<file path="src/rtl/seq_alu.sv">
// Multi-cycle ALU: single-cycle add/sub/logic/LBU/unsigned add, iterative
// shift-add multiply and restoring divide at one bit per cycle.
module seq_alu #(
  parameter int WIDTH = 16
) (
  input  logic             clk,
  input  logic             rst,
  input  logic             start,
  input  logic [2:0]       op,
  input  logic [WIDTH-1:0] a,
  input  logic [WIDTH-1:0] b,
  output logic             busy,
  output logic             done,
  output logic [WIDTH-1:0] out,
  output logic [WIDTH-1:0] r,
  output logic             sign_flag,
  output logic             div_by_zero
);

  localparam int CW = $clog2(WIDTH + 1);

  localparam logic [2:0] OP_ADD  = 3'b000;
  localparam logic [2:0] OP_SUB  = 3'b001;
  localparam logic [2:0] OP_MUL  = 3'b010;
  localparam logic [2:0] OP_DIV  = 3'b011;
  localparam logic [2:0] OP_AND  = 3'b100;
  localparam logic [2:0] OP_OR   = 3'b101;
  localparam logic [2:0] OP_LBU  = 3'b110;
  localparam logic [2:0] OP_UADD = 3'b111;

  typedef enum logic [1:0] {IDLE, RUN, DONE} state_t;

  // Handshake: start is sampled on a rising edge whenever busy=0 (IDLE or
  // DONE); the result is presented with done=1 for one cycle and held after.
  state_t           state, state_next;
  logic [CW-1:0]    cnt;
  logic             is_div;
  logic [WIDTH-1:0] acc_hi, acc_lo, opnd;
  logic             accept, is_long;

  logic [WIDTH-1:0] sc_out, sc_r;
  logic             sc_sign, sc_dbz;
  logic [WIDTH:0]   wide_sum;

  logic [WIDTH:0]   mul_sum, div_shift, div_diff;
  logic             div_ge;
  logic [WIDTH-1:0] hi_next, lo_next;

  assign accept  = start && (state != RUN);
  assign is_long = (op == OP_MUL) || ((op == OP_DIV) && (b != '0));

  always_comb begin
    sc_out   = '0;
    sc_r     = '0;
    sc_sign  = 1'b0;
    sc_dbz   = 1'b0;
    wide_sum = '0;
    case (op)
      OP_ADD: begin
        wide_sum = {a[WIDTH-1], a} + {b[WIDTH-1], b};
        sc_out   = wide_sum[WIDTH-1:0];
        sc_sign  = wide_sum[WIDTH];
      end
      OP_SUB: begin
        wide_sum = {a[WIDTH-1], a} - {b[WIDTH-1], b};
        sc_out   = wide_sum[WIDTH-1:0];
        sc_sign  = wide_sum[WIDTH];
      end
      OP_DIV: begin
        // Only the b=0 case completes in one cycle.
        sc_out = '1;
        sc_r   = a;
        sc_dbz = 1'b1;
      end
      OP_AND: sc_out = a & b;
      OP_OR:  sc_out = a | b;
      OP_LBU: sc_out = WIDTH'(a[7:0]);
      OP_UADD: begin
        wide_sum = {1'b0, a} + {1'b0, b};
        sc_out   = wide_sum[WIDTH-1:0];
        sc_r     = WIDTH'(wide_sum[WIDTH]);
      end
      default: ;
    endcase
  end

  // Remainder stays below the divisor, so the shifted value is below twice
  // the divisor and bit WIDTH of the difference is exactly the borrow.
  always_comb begin
    mul_sum   = {1'b0, acc_hi} + (acc_lo[0] ? {1'b0, opnd} : '0);
    div_shift = {acc_hi, acc_lo[WIDTH-1]};
    div_diff  = div_shift - {1'b0, opnd};
    div_ge    = !div_diff[WIDTH];
    if (is_div) begin
      hi_next = div_ge ? div_diff[WIDTH-1:0] : div_shift[WIDTH-1:0];
      lo_next = {acc_lo[WIDTH-2:0], div_ge};
    end else begin
      hi_next = mul_sum[WIDTH:1];
      lo_next = {mul_sum[0], acc_lo[WIDTH-1:1]};
    end
  end

  always_comb begin
    state_next = state;
    busy       = 1'b0;
    done       = 1'b0;
    case (state)
      IDLE: if (start) state_next = is_long ? RUN : DONE;
      RUN: begin
        busy = 1'b1;
        if (cnt == CW'(1)) state_next = DONE;
      end
      DONE: begin
        done = 1'b1;
        if (start) state_next = is_long ? RUN : DONE;
        else       state_next = IDLE;
      end
      default: state_next = IDLE;
    endcase
  end

  always_ff @(posedge clk or posedge rst) begin
    if (rst) state <= IDLE;
    else     state <= state_next;
  end

  always_ff @(posedge clk or posedge rst) begin
    if (rst) begin
      cnt         <= '0;
      is_div      <= 1'b0;
      acc_hi      <= '0;
      acc_lo      <= '0;
      opnd        <= '0;
      out         <= '0;
      r           <= '0;
      sign_flag   <= 1'b0;
      div_by_zero <= 1'b0;
    end else if (accept) begin
      if (is_long) begin
        cnt    <= CW'(WIDTH);
        is_div <= op[0];
        acc_hi <= '0;
        acc_lo <= (op == OP_MUL) ? b : a;
        opnd   <= (op == OP_MUL) ? a : b;
      end else begin
        out         <= sc_out;
        r           <= sc_r;
        sign_flag   <= sc_sign;
        div_by_zero <= sc_dbz;
      end
    end else if (state == RUN) begin
      cnt    <= cnt - CW'(1);
      acc_hi <= hi_next;
      acc_lo <= lo_next;
      if (cnt == CW'(1)) begin
        out         <= lo_next;
        r           <= hi_next;
        sign_flag   <= 1'b0;
        div_by_zero <= 1'b0;
      end
    end
  end

endmodule

</file>
<file path="config.mk">
export PLATFORM = sky130hd
export DESIGN_NAME = seq_alu
export DESIGN_NICKNAME = d
export VERILOG_FILES = /design/src/rtl/seq_alu.sv
export SDC_FILE = /design/constraint.sdc
export NUM_CORES = 1
export LEC_CHECK = 0
export CORE_MARGIN = 1.5
export CORE_UTILIZATION = 25
export CTS_CLUSTER_DIAMETER = 200
export CTS_CLUSTER_SIZE = 24
export DETAILED_ROUTE_END_ITERATION = 10
export SYNTH_ARGS = -nofsm -noshare
export SYNTH_HDL_FRONTEND = slang
export SYNTH_SLANG_ARGS = --single-unit
</file>
<file path="constraint.sdc">
create_clock -name clk -period 4.2 [get_ports clk]
set_input_delay 1.26 -clock clk [delete_from_list [all_inputs] [get_ports clk]]
set_output_delay 1.26 -clock clk [all_outputs]
set_load 0.01 [all_outputs]
</file>
==> results of run 1 <==
-- cells in the mapped netlist (all sizes together) (7+ instances only) --
cell type / number / area (µm²)
a221o: 7 / 70.1
buf: 12 / 81.3
nand3: 34 / 170
o21bai: 9 / 67.6
xnor2: 20 / 194
a31oi: 16 / 100
a21o: 20 / 151
a211oi: 14 / 105
ha: 84 / 1050
and2: 24 / 153
nor2b: 10 / 62.6
o2111ai: 7 / 61.3
a21oi: 86 / 430
and3: 16 / 100
o221ai: 9 / 78.8
o31ai: 16 / 120
nor3: 25 / 125
or3: 9 / 56.3
mux2i: 36 / 360
o21ai: 104 / 524
nor2: 82 / 308
inv: 76 / 285
dfrtp: 90 / 2250
mux2: 20 / 225
clkbuf: 57 / 214
o21a: 17 / 128
a221oi: 8 / 70.1
nand2b: 26 / 163
nand2: 126 / 473
o211ai: 14 / 105
-- flip-flops by register name (all words and copies together), names as in the netlist --
name,cells
is_div,1
opnd,16
cnt,5
div_by_zero,1
state,2
out,16
acc_lo,16
r,16
acc_hi,16
sign_flag,1
-- layout make-up --
class	instances	area, µm²	area share (%)
multi-input combinational	945	6400	56.9
clock buffer	10	239	2.12
sequential	90	2250	20.0
timing repair buffer	156	1440	12.8
tap	468	586	5.20
inverter	77	292	2.59
clock inverter	6	50.0	0.444
-- tightest hold or removal path: stages (launching register included) --
cell     delay [ns]
dfrtp_1        0.35
nand2_1        0.05
nand2_1        0.05
-- kinds of logic (layout without fill, tap and decap cells) --
group                    count (synthesis)  in the layout  synth area share, %
AND/OR/NAND/NOR                        388            388                 20.3
AO/OA/AOI/OAI                          387            387                 27.6
buffers and inverters                  146            249                 6.34
flip-flops                              90             90                 24.4
adder cells (fa/ha/maj)                 88             88                 12.3
multiplexers                            56             56                 6.35
XOR/XNOR                                26             26                 2.67
-- power by group --
group / switching, mW / internal [mW] / leakage (nW)
sequential: 0.436 / 1.25 / 1.11
clock: 0.379 / 0.424 / 0.136
combinational: 2.61 / 2.03 / 3.74
-- per-stage QoR --
step | power (mW) | setup slack, ns | setup TNS (ns)
floorplan | 4.78 | 0.605 | 0
global placement | 6.22 | -0.00638 | -0.00638
detailed placement | 6.28 | -0.0465 | -0.0465
CTS | 7.10 | 0.316 | 0
global route | 7.71 | 0.0260 | 0
finish | 7.12 | 0.266 | 0
-- path summary, 6_finish.rpt --
check / slack, ns / end / depth (start not counted)
worst max-delay path: 0.27 / out[10] / 13
worst min-delay path: 0.48 / div_by_zero / 2
worst max register to register: 0.69 / acc_hi[14] / 11
worst min register to register: 0.48 / div_by_zero / 2
max in group asynchronous: 2.41 / acc_lo[14] / 3
min in group asynchronous: 1.38 / acc_hi[3] / 3
-- layer usage --
layer	share of wire [%]	GRT usage, %	wire length (µm)	up-vias
met4	1.5	3.70	508	0
met3	6.5	2.56	2150	34
li1	-	-	-	4503
met2	47	29.0	15700	332
met1	45	23.5	14800	4496
met5	0	0	0	-
==> impl_metrics.json, run 1 <==
{
  "leakage_nw": 4.99,
  "mostFrequentLayoutCell": "nand2_1",
  "cpMostUsedCell": "inv_1",
  "r2r_start": "acc_lo[15]",
  "drt.antenna.violating_nets": 0,
  "synth_top_flop_cell": "dfrtp_1",
  "antenna_found_initial": 0,
  "drive_gt1_share_pct": 10.8,
  "cts_inserted_buffers": 9,
  "finalSetupViolCount": 0,
  "ys_types": 79,
  "final_cell_mix": "nand2_1 (126), o21ai_0 (102), dfrtp_1 (89), a21oi_1 (86), ha_1 (84)",
  "start_kind": "primary input",
  "holdBufCountCts": 0,
  "die_w_um": 195,
  "dp.cells": 1736,
  "post-route-period-util_pct": 93.7,
  "vias": 9365,
  "path_buf_inv": 3,
  "arrival_ns": 4.17,
  "fin_skew_ns": 0.0128,
  "postLayoutCellArea_mm2": 0.0113,
  "htree_levels": 3,
  "synth_edf_count": 0,
  "clk_pin_slew_ns": 0.07,
  "synth_area_per_cell_um2": 7.81,
  "ir_drop_uv": 272,
  "fmax_mhz": 254,
  "overflow": 0,
  "crit_family": "compound AO/OA/AOI/OAI gates",
  "core_mm2": 0.0364,
  "placed_cell_area_mm2": 0.0110,
  "holdCritStartpoint": "div_by_zero",
  "cp_slowest_cell": "clkdlybuf4s50_1",
  "maxCapViolCount": 0,
  "timing.hold.ws_ns": 0.485,
  "clock_latency_ns": 0.35,
  "timing.final.crit_period_ns": 3.93,
  "grt_max_degree": 91,
  "ys.warnings.count": 0,
  "fill_cells": 3902,
  "critical_path_class": "in -> reg",
  "port_buffers": 73,
  "worstSetupEndpointType": "flop",
  "status": "completed",
  "gp_congestion": 0.921,
  "firstDrtPassIters": 5,
  "cp_slowest_stage_delay_ns": 0.50,
  "final_nets": 1405,
  "drtIter0Drc": 840,
  "cts_tree": "done",
  "synthesis.nets": 1307,
  "cts_max_path_buffers": 2,
  "syn_area_mm2": 0.00922,
  "die-area_mm2": 0.0380,
  "area_growth_syn_to_layout_pct": 22.2,
  "critPathMaxFanout": 3,
  "dp_hpwl_um": 25900,
  "grt_use_total_pct": 17.3,
  "worst_slew_pin_slew_ns": 0.795,
  "path_cells": "clkdlybuf4s50_1 -> inv_1 -> ha_1 -> inv_1 -> fa_1 -> nand2b_1 -> a221oi_1 -> o221a_2 -> a21boi_0 -> a221o_1 -> a222oi_1 -> o21ai_0 -> o21a_1",
  "min_path_type": "reg -> reg",
  "drc_errors": 0,
  "synth-seq-cells": 90,
  "instances_no_fill": 1752,
  "timing.slew.headroom_pct": 45.6,
  "grt_pass1_wl_um": 52000,
  "setup.worst_path.start": "a[0]",
  "post_cts_resized": 0,
  "routed_wirelength_um": 33100,
  "postSynth.asyncResetShare_pct": 100,
  "die-height_um": 195,
  "final-hold-violation-count": 0,
  "io-pin-count": 74,
  "slew_violations": 0,
  "ys_seq_area_share_pct": 24.4,
  "first_global_vias": 9022,
  "clock_sinks": 90,
  "cts_setup_buffers": 0,
  "clockRootBuffer": "clkbuf_16",
  "synth_cells": 1181,
  "diodes": 0,
  "start_util_pct": 25.3,
  "utilization_pct": 30.9,
  "row_count": 70,
  "rsz0062_at_grt": "false",
  "crit_required_ns": 4.44,
  "power_density_mw_per_mm2": 632,
  "wl_per_cell_um": 18.9,
  "viasPerCell": 5.35
}
Note: power is estimated with default switching activity, not from simulation.
==> run 2, diff against run 1 <==
--- a/config.mk
+++ b/config.mk
@@ -5,11 +5,13 @@
 export SDC_FILE = /design/constraint.sdc
 export NUM_CORES = 1
 export LEC_CHECK = 0
+export ABC_AREA = 1
 export CORE_MARGIN = 1.5
 export CORE_UTILIZATION = 25
 export CTS_CLUSTER_DIAMETER = 200
 export CTS_CLUSTER_SIZE = 24
 export DETAILED_ROUTE_END_ITERATION = 10
+export RECOVER_POWER = 100
 export SYNTH_ARGS = -nofsm -noshare
 export SYNTH_HDL_FRONTEND = slang
 export SYNTH_SLANG_ARGS = --single-unit
==> run 2 against run 1 <==
Compared with the run above:
- the run now ends with max-capacitance violations, max-slew violations left
- setup slack improved by 0.099 ns
- clock skew fell by 0.0041 ns
- critical path depth fell by 4
- clock-buffer cell count did not move
- clock power rose by 7.0%
- final cell count rose by 19%
- total power fell by 6.5%
- critical endpoint is now opnd[4]
==> impl_metrics.json, run 2 <==
{
  "violations": "max-capacitance violations, max-slew violations",
  "leakage_nw": 5.65,
  "crit_required_ns": 4.48,
  "timing.final.crit_period_ns": 3.83,
  "fmax_mhz": 261,
  "status": "finished with violations",
  "power_frac_clock_pct": 12.9,
  "yosysMostFrequentCell": "nand2_1",
  "antenna_found_initial": 0,
  "clk_pin_slew_ns": 0.07,
  "dpl_worst_slack_ns": 0.175,
  "ir_drop_uv": 308,
  "clock_latency_ns": 0.36,
  "vias": 10100,
  "row_count": 71,
  "synth_edf_count": 0,
  "post-synth-top-area-cell": "dfrtp_1",
  "grt_pass1_wl_um": 55000,
  "grt_max_degree": 52,
  "cts_setup_buffers": 0,
  "cts_tree": "done",
  "p_sw_mw": 3.44,
  "synth_area_per_cell_um2": 6.30,
  "min_path_type": "reg -> reg",
  "io-pin-count": 74,
  "r2r_start": "acc_lo[15]",
  "grt_use_total_pct": 18.2,
  "fin_ws_ns": 0.365,
  "post-route-period-util_pct": 91.3,
  "synthesis.nets": 1633,
  "cts_inserted_buffers": 9,
  "synthTopCellsByCount": "nand2_1 (405), inv_1 (213), nor2_1 (155)",
  "clock_sinks": 90,
  "timing.slew.headroom_pct": -46.9,
  "start_kind": "primary input",
  "start_util_pct": 25.3,
  "ys_types": 47,
  "worst_slew_pin_slew_ns": 2.19,
  "final_cell_mix": "nand2_1 (406), inv_1 (215), nor2_1 (154), o21ai_0 (141), nand3_1 (103)",
  "synth_top_area_share_pct": 23.7,
  "wl_per_cell_um": 16.7,
  "drc_errors": 0,
  "timing.hold.ws_ns": 0.481,
  "routed_wirelength_um": 34900,
  "p_int_mw": 3.22,
  "firstDrtPassIters": 5,
  "synth_area_leaders": "dfrtp_1 (24%), nand2_1 (16%), ha_1 (11%)",
  "die-height_um": 198,
  "fill_cells": 4286,
  "holdBufCountCts": 0,
  "combinationalPowerShare_pct": 64.2,
  "port_buffers": 73,
  "final_nets": 1698,
  "critPathMaxFanout": 29,
  "synth_cells": 1507,
  "htree_levels": 3,
  "first_global_vias": 9742,
  "ys.warnings.count": 0,
  "cts_max_path_buffers": 2,
  "drt.antenna.violating_nets": 0,
  "synth_top_flop_cell": "dfrtp_1",
  "setup.worst_path.start": "op[1]",
  "worstSetupEndpointType": "flop",
  "overflow": 0,
  "core_mm2": 0.0375,
  "mostFrequentLayoutCell": "nand2_1",
  "finalSetupViolCount": 0,
  "swShare_pct": 51.6,
  "power_density_mw_per_mm2": 596,
  "drtIter0Drc": 830,
  "slew_violations": 47,
  "rsz0062_at_grt": "false",
  "ys_seq_area_share_pct": 23.7,
  "area_growth_syn_to_layout_pct": 17.6,
  "synth-seq-cells": 90,
  "holdCritStartpoint": "sign_flag",
  "drive_gt1_share_pct": 6.91,
  "syn_area_mm2": 0.00950,
  "arrival_ns": 4.11,
  "gp_congestion": 0.927,
  "viasPerCell": 4.83,
  "tns_ns": 0,
  "final-hold-violation-count": 0,
  "post_cts_resized": 0,
  "fin_skew_ns": 0.00873,
  "seq_power_share_pct": 22.9,
  "clockRootBuffer": "clkbuf_16",
  "dp_hpwl_um": 27800,
  "critical_path_class": "in -> reg",
  "die_w_um": 198,
  "postSynth.asyncResetShare_pct": 100,
  "maxCapViolCount": 1,
  "diodes": 0,
  "die-area_mm2": 0.0392
}
-- run 2: cell count changes in the layout (fill, tap and decap cells not counted), moves of 20 or more --
cell             before  now
nand2_1             126  406
inv_1                75  215
nor2_1               80  154
nand3_1              34  103
buf_4                76   27
clkdlybuf4s50_1      73   33
dlygate4sd3_1         0   40
o21ai_0             102  141
mux2i_1              36    0
nand2b_1             26    0
and2_1               22    2
mux2_2               20    0
-- run 2: metrics by stage --
| step | cells | instance area [µm²] | utilization (%) | power (mW) |
|---|---|---|---|---|
| after floorplan | 1507 | 9500 | - | 4.49 |
| after global placement | 2072 | 10900 | 29.1 | 5.83 |
| after detailed placement | 2072 | 10900 | 29.1 | 5.87 |
| after CTS | 2088 | 11200 | 29.9 | 6.75 |
| after global routing | 2088 | 11200 | 29.8 | 7.30 |
| final | 2088 | 11200 | 29.8 | 6.66 |
-- run 2: final cells by class --
cell class	instances	area, µm²	area share (%)
sequential	90	2250	20.2
tap	511	639	5.72
clock inverter	6	66.3	0.594
inverter	222	840	7.51
multi-input combinational	1142	6120	54.8
timing repair buffer	107	1010	9.07
clock buffer	10	239	2.14
-- run 2: power by group through the flow --
stage          Combinational [mW]  Sequential, mW  Clock [mW]
6_report                     4.27            1.53       0.859
5_1_grt                      4.82            1.57       0.916
4_1_cts                      4.34            1.53       0.883
3_5_place_dp                 4.32            1.55           0
3_3_place_gp                 4.29            1.54           0
2_1_floorplan                2.98            1.51           0
-- run 2: worst paths after layout --
check / endpoint / slack [ns] / cells past startpoint
min in group asynchronous: r[12] / 1.93 / 2
setup reg to reg: acc_hi[14] / 1.48 / 17
setup / recovery: opnd[4] / 0.37 / 9
hold / removal: sign_flag / 0.48 / 2
hold reg to reg: sign_flag / 0.48 / 2
max in group asynchronous: opnd[0] / 0.66 / 3
-- run 2: cell families after synthesis --
| kind of cell | share of synthesized area (%) |
|---|---|
| flip-flops | 23.7 |
| adder cells (fa/ha/maj) | 11.9 |
| XOR/XNOR | 0.830 |
| buffers and inverters | 11.8 |
| AO/OA/AOI/OAI | 17.7 |
| AND/OR/NAND/NOR | 34.0 |
-- run 2: worst max-delay path, stage by stage --
cell and delay [ns]:
dlygate4sd3_1 0.67, inv_2 0.06, nor2_1 0.16, nand2_1 0.29, nand2_1 0.19, nand2_1 0.14, inv_1 0.75, o211ai_1 0.41
o21ai_0 0.17
-- run 2: layer usage --
metal,vias to the layer above,GRT usage [%],part of all wire [%]
li1,5008,-,-
met1,4724,26.3,49
met2,319,28.2,43
met3,34,2.40,6.0
met4,0,4.92,2.0
met5,-,0,0
